===== src/rtl/minibyte_mem_ctrl.sv =====
// MiniByte bus controller: one load/store at a time, decoded to ROM, RAM and I/O ports,
// with a registered response held until the CPU takes it.
module minibyte_mem_ctrl #(
   parameter logic [7:0] RAM_BASE = 8'h70,
   parameter int         RAM_AW   = 4,
   parameter logic [7:0] OUT_ADDR = 8'h40,
   parameter logic [7:0] IN_ADDR  = 8'h41
) (
   input  logic       clk,
   input  logic       rst,
   input  logic       req_valid,
   output logic       req_ready,
   input  logic       req_we,
   input  logic [7:0] req_addr,
   input  logic [7:0] req_wdata,
   output logic       rsp_valid,
   input  logic       rsp_ready,
   output logic [7:0] rsp_rdata,
   output logic [5:0] rom_addr,
   input  logic [7:0] rom_data,
   input  logic [7:0] ext_in,
   output logic [7:0] out_port,
   output logic       out_strobe,
   output logic       err_unmapped
);

   localparam int RAM_DEPTH = 1 << RAM_AW;

   typedef enum logic [1:0] {S_IDLE, S_ACCESS, S_RESP} state_e;

   state_e      state_q;
   logic [7:0]  addr_q, wdata_q;
   logic        we_q;
   logic        req_ready_q, rsp_valid_q, out_strobe_q, err_q;
   logic [7:0]  rsp_rdata_q, out_port_q;
   logic [7:0]  ram_q [RAM_DEPTH];

   logic              is_rom, is_out, is_in, is_ram;
   logic              ram_wr, out_wr, bad_d;
   logic [7:0]        rdata_d;
   logic [RAM_AW-1:0] ram_idx;

   assign ram_idx = addr_q[RAM_AW-1:0];
   assign is_rom  = (addr_q[7:6] == 2'b00);
   assign is_out  = (addr_q == OUT_ADDR);
   assign is_in   = (addr_q == IN_ADDR);
   assign is_ram  = (addr_q[7:RAM_AW] == RAM_BASE[7:RAM_AW]);
   assign ram_wr  = we_q && is_ram && !is_out && !is_in;
   assign out_wr  = we_q && is_out;

   // Port addresses take priority so a parameter overlap never aliases a port into RAM.
   always_comb begin
      rdata_d = 8'h00;
      bad_d   = 1'b0;
      if (we_q)        bad_d   = !(is_out || (is_ram && !is_in));
      else if (is_out) rdata_d = out_port_q;
      else if (is_in)  rdata_d = ext_in;
      else if (is_rom) rdata_d = rom_data;
      else if (is_ram) rdata_d = ram_q[ram_idx];
      else             bad_d   = 1'b1;
   end

   always_ff @(posedge clk) begin
      if (rst) begin
         state_q      <= S_IDLE;
         addr_q       <= 8'h00;
         wdata_q      <= 8'h00;
         we_q         <= 1'b0;
         req_ready_q  <= 1'b1;
         rsp_valid_q  <= 1'b0;
         rsp_rdata_q  <= 8'h00;
         out_port_q   <= 8'h00;
         out_strobe_q <= 1'b0;
         err_q        <= 1'b0;
         for (int i = 0; i < RAM_DEPTH; i++) ram_q[i] <= 8'h00;
      end else begin
         out_strobe_q <= 1'b0;
         case (state_q)
            S_IDLE: begin
               if (req_valid && req_ready_q) begin
                  addr_q      <= req_addr;
                  we_q        <= req_we;
                  wdata_q     <= req_wdata;
                  req_ready_q <= 1'b0;
                  state_q     <= S_ACCESS;
               end
            end
            S_ACCESS: begin
               rsp_rdata_q <= rdata_d;
               rsp_valid_q <= 1'b1;
               if (bad_d)  err_q <= 1'b1;
               if (ram_wr) ram_q[ram_idx] <= wdata_q;
               if (out_wr) begin
                  out_port_q   <= wdata_q;
                  out_strobe_q <= 1'b1;
               end
               state_q <= S_RESP;
            end
            S_RESP: begin
               if (rsp_ready) begin
                  rsp_valid_q <= 1'b0;
                  req_ready_q <= 1'b1;
                  state_q     <= S_IDLE;
               end
            end
            default: state_q <= S_IDLE;
         endcase
      end
   end

   assign req_ready    = req_ready_q;
   assign rsp_valid    = rsp_valid_q;
   assign rsp_rdata    = rsp_rdata_q;
   assign rom_addr     = addr_q[5:0];
   assign out_port     = out_port_q;
   assign out_strobe   = out_strobe_q;
   assign err_unmapped = err_q;

endmodule

===== config.mk =====
export PLATFORM = sky130hd
export DESIGN_NAME = minibyte_mem_ctrl
export DESIGN_NICKNAME = d
export VERILOG_FILES = /design/src/rtl/minibyte_mem_ctrl.sv
export SDC_FILE = /design/constraint.sdc
export NUM_CORES = 1
export LEC_CHECK = 0
export ABC_AREA = 0
export CAP_MARGIN = 0
export CORE_MARGIN = 8
export CORE_UTILIZATION = 45
export DETAILED_ROUTE_END_ITERATION = 6
export PLACE_DENSITY = 0.62
export SYNTH_ARGS = -nofsm -noshare
export SYNTH_HDL_FRONTEND = slang
export SYNTH_SLANG_ARGS = --single-unit

===== constraint.sdc =====
create_clock -name clk -period 3 [get_ports clk]
set_clock_uncertainty 0.05 [all_clocks]
set_input_delay 0.6 -clock clk [delete_from_list [all_inputs] [get_ports clk]]
set_output_delay 0.6 -clock clk [all_outputs]
set_load 0.05 [all_outputs]

Yosys cells after proc, flatten, opt, wreduce, memory -nomap -nowiden. Memories as Yosys holds them, arrays and structs flattened. A register that Yosys moved wholly into a read port is not among the register bits. Index checks and enable logic that the tools add are counted. Widths: inputs -> output; s select.

ROM bits: 0. Bits of input ports: 37. Bits in latches: 0. Memories: 1. Output and inout bits: 26. RAM bits: 128. Bits in registers: 39. Logic and storage cells: 71.

Reduce and logical (&&, ||, !) cells: 22. Equal/unequal tests: 7. Shift-type cells: 0. Add/sub/neg operators: 0. Divide/modulo/power cells: 0. Multipliers: 0. $lt $le $gt $ge: 0. Bitwise operators: 1. Mux-type cells: 30.

Memory list: ram_q (depth 16, width 8, read ports 1, clocked after Yosys merged registers in 1, write ports 16, line 36) `logic [7:0] ram_q [RAM_DEPTH];`.

Operators with widths (count): $mux 8 (6); $eq 8x7->1 const B (2); $mux 1 (16); $mux 4 (3); $reduce_and 2->1 (5); $reduce_or 8->1 (1); $logic_and 1x1->1 (6); $pmux 2 s3 (1); $eq 4x3->1 const B (1); $logic_not 2->1 (2); $mux 2 (2); $ne 2x2->1 const B (2); $pmux 1 s2 (2); $reduce_bool 2->1 (2); $logic_not 1->1 (3); $reduce_and 3->1 (1); $eq 2x1->1 const B (1); $eq 2x2->1 const B (1); $reduce_or 2->1 (1); $logic_or 1x1->1 (1); $not 1->1 (1).

Depth between registers and ports, before layout.
Depth in word-level cells: 10. Mapped depth: 6. Gate-level depth less buffers: 4.

Least setup slack after synthesis. OpenSTA, ideal clock, no wires.

Kind: input to register. From: input rst. To: memory ram_q[4][0], enable pin. Data arrival time: 1781 ps. Required time: 2641 ps. Library setup time: 309 ps. Stages: 4. Path slack: 860 ps. Cell sequence: nor4bb_1 -> nand4b_1 -> nor2_1 -> or2_2.

RTL lines: start: declaration (line 10) `input logic rst,`; end: declaration (line 36).

Final worst setup path.
From: register addr_q[0]. To: output rom_addr[0].

RTL lines: start: declaration (line 32) `logic [7:0] addr_q, wdata_q;`; start signal: assignment (line 81) `addr_q <= req_addr;`; end: declaration (line 19) `output logic [5:0] rom_addr,`.

No word-level cell between the ends.

==> results.txt <==
----------------------------------------------------
[Global route]
  GR Util All Layers ... 18.5%
  Via count of the first global-routing pass ... about 5000
  Antenna violations before repair ... 0
  Pin count of the biggest net entering global routing ... between 50 and 60
  Remaining global-route overflow ... 0
  Wire length of the first global-routing pass ... 30200 um

[Hold path]
  Hold Path End ... err_unmapped
  Hold path depth ... 1
  Min-Delay Startpoint ... err_unmapped
  Path category of the worst min-delay check ... reg -> reg

[Synth]
  Async set-or-reset flop fraction in the synthesized netlist ... 0%
  Syn_nets ... 680
  Biggest area consumer among synthesized cells ... edfxtp_1
  Post-synthesis register bit count ... 171
  Number of distinct library cell variants in the gate-level netlist after synthesis ... 37
  Proportion of synthesized chip area in sequential cells ... 60.4%
  Number of synthesized flops with an enable pin ... between 100 and 150
  Yosys warning count ... 0
  Cell Area, Synth ... 0.00779 mm^2
  Synth top area share ... 49.3%
  Top_reg_cell synth ... edfxtp_1
  Cell types with the highest counts after synthesis ... 129 x and2_1, 128 x edfxtp_1, 72 x mux2i_1, 43 x dfxtp_1, 39 x a22oi_1
  Post-synthesis cell count ... ~640
  Dominant cell by count in the synthesized netlist ... and2_1
  Synth top area cells ... edfxtp_1 49%, dfxtp_1 11%, and2_1 10%, mux2i_1 9.3%, a22oi_1 3.8%
  Syn Area/Cell ... 12.1 um^2

[Floorplanning]
  Die X-Extent ... 148 um
  Core box area ... ~0.017 mm^2
  Overall die area ... 0.0218 mm^2
  Die span in y ... 148 um
  Number of placement rows ... 48
  Starting density of the core ... 45.5%
  I/O pin count ... 63

[STA]
  Unrepaired setup endpoints after global routing ... false
  Minimum clock period after layout ... 2.65 ns
  Actual slew at the worst max-slew pin ... roughly 0.97 ns
  Max Fclk ... 377 MHz
  Max-slew violations ... 0
  Final number of hold-violating endpoints ... 0
  PnR worst setup slack ... approximately 0.35 ns
  Worst slew slack as a fraction of its limit ... 35.3%
  Final setup violation count ... 0
  Setup TNS ... 0 ns
  Final period util ... between 80% and 90%

[Drt]
  Routed WL per cell ... 21.5 um
  Avg Vias per Cell ... 5.51
  Pre-antenna DRT Iters ... 6
  Antenna-violating nets left ... 0
  Number of design-rule violations left by the first detailed-router iteration ... 416
  Drt drc ... 0
  Final wirelength ... 20100 um
  Via count ... 5156

[Clock network]
  Worst-path clk slew ... 0.07 ns
  Maximum buffer depth of the clock tree ... 2
  Hold Buf Count CTS ... 0
  Clock latency on the worst-skew pair ... 0.42 ns
  Post-cts sizing count ... 0
  Post-CTS setup-driven buffer insertion count ... 0
  Number of sinks driven by the clock tree ... about 170
  Number of buffers added by the clock tree synthesis step ... 17
  Clock root buffer ... clkbuf_16
  Number of levels in the clock H-tree ... 4
  TritonCTS clock tree ... yes

[Worst setup path]
  Worst path arrival time ... 2.00 ns
  R2r endpoint ... ram_q[12][6]
  Crit path max fanout ... 15
  Type of the worst setup path ... reg -> out
  Kind of cell adding the most delay to the critical path ... buffers and inverters
  Worst r2r src ... addr_q[7]
  Sort of element at the start of the critical path ... flop
  Element type at the critical path end ... output pin
  Required time of the worst setup path ... 2.35 ns
  Worst-path cell chain ... clkdlybuf4s50_1
  Reg2Reg Setup Slack ... 0.60 ns
  Count of buffer and inverter cells on the critical path ... 1
  Master of the slowest instance on the critical path ... clkdlybuf4s50_1
  Max incr delay on CP ... just over 0.9 ns
  Number of cells traversed by the worst register-to-register path ... 4

[Outcome]
  Status ... completed

[Final layout]
  Post-route cell area ... 0.00922 mm^2
  Number of antenna diodes ... 0
  Layout Nets ... about 730
  Layout cells sized above 1 ... a little over a tenth
  Area grow syn2layout ... 18.4%
  Fillcell total ... ~1400

[Placement]
  Final GP Congestion ... 0.845
  HPWL reported at the end of detailed placement ... 13700 um
  Count of input and output buffers ... 62
  Instance area at placement ... 0.00865 mm^2
  Worst slack, placed ... 0.336 ns

[Power]
  Power per cell area ... 577 mW/mm^2
  Leak pwr ... about 3.3 nW
  Highest ir drop seen on vdd ... 0.401 mV

[Job]
  Max-cap check violation count ... 0

----------------------------------------------------
==> per-layer routing <==
metal  track usage, %  routed length, um  part of all wire [%]
met1             24.2               8870                    44
met2             30.0               9630                    48
met3             3.94               1180                   5.9
met4             6.32                390                   1.9
met5                0                  0                     0
==> registers in the layout, summed over array words and instances, names as in the netlist, 2 cells and up, named ones only <==
register / flops
rsp_rdata: 8
addr_q: 8
wdata_q: 8
ram_q: 128
state_q: 2
out_port: 8
==> cell type report <==
| class | instances | area [um^2] | share of cell area [%] |
|---|---|---|---|
| clock buffer | 18 | 429 | 4.65 |
| tap | 225 | 282 | 3.05 |
| timing repair buffer | 83 | 786 | 8.52 |
| multi-input combinational | 422 | 2870 | 31.1 |
| sequential | 171 | 4710 | 51.1 |
| clock inverter | 14 | 145 | 1.57 |
| inverter | 2 | 7.51 | 0.0814 |
==> how the worst max path moves through the flow <==
| stage | start | to | slack [ns] | cells after the start |
|---|---|---|---|---|
| 6_report | addr_q[0] | rom_addr[0] | 0.35 | 1 |
| 2_1_floorplan | rst | ram_q[4][0] | 0.86 | 4 |
| 5_1_grt | addr_q[0] | rom_addr[0] | 0.27 | 1 |
| 3_3_place_gp | rst | ram_q[0][0] | 0.48 | 6 |
| 3_5_place_dp | rst | ram_q[5][6] | 0.34 | 6 |
| 4_1_cts | addr_q[0] | rom_addr[0] | 0.33 | 1 |
==> cell families after synthesis <==
kind of cell | count (synthesis) | synth area share [%]
AND/OR/NAND/NOR | 267 | 19.6
flip-flops | 171 | 60.4
AO/OA/AOI/OAI | 83 | 7.84
multiplexers | 72 | 9.25
buffers and inverters | 50 | 2.91
==> metrics by stage <==
step	hold WS, ns	total power, mW	util [%]	instances
floorplan	0.409	3.03	-	643
global placement	0.422	3.23	50.5	903
detailed placement	0.419	3.24	50.5	903
CTS	0.434	5.35	53.9	935
global route	0.441	5.48	53.9	935
finish	0.435	5.32	53.9	935
==> where the power goes <==
part | leakage [nW] | switching, mW | total (mW) | internal [mW]
sequential | 1.67 | 0.103 | 2.72 | 2.62
combinational | 1.32 | 0.275 | 0.466 | 0.192
clock | 0.276 | 0.910 | 2.14 | 1.23
==> cell usage in the layout (no fill, tap or decap), drive strengths merged <==
cell type,n
nor3,2
or4b,1
o41a,1
a311oi,9
o21bai,2
a21oi,21
nand2,35
nand2b,12
clkdlybuf4s50,61
a22oi,39
o21ba,1
a222oi,8
inv,4
nor2b,4
or4,8
nor4bb,1
clkinv,8
clkinvlp,2
clkbuf,18
nor3b,2
nand4b,2
nor2,29
and4b,1
or2,19
dfxtp,43
bufinv,2
edfxtp,128
nand3,17
nand4,1
buf,22
and2,130
mux2i,72
o32ai,1
or3b,1
a2111oi,1
nand3b,2
(Power assumes the default switching activity.)
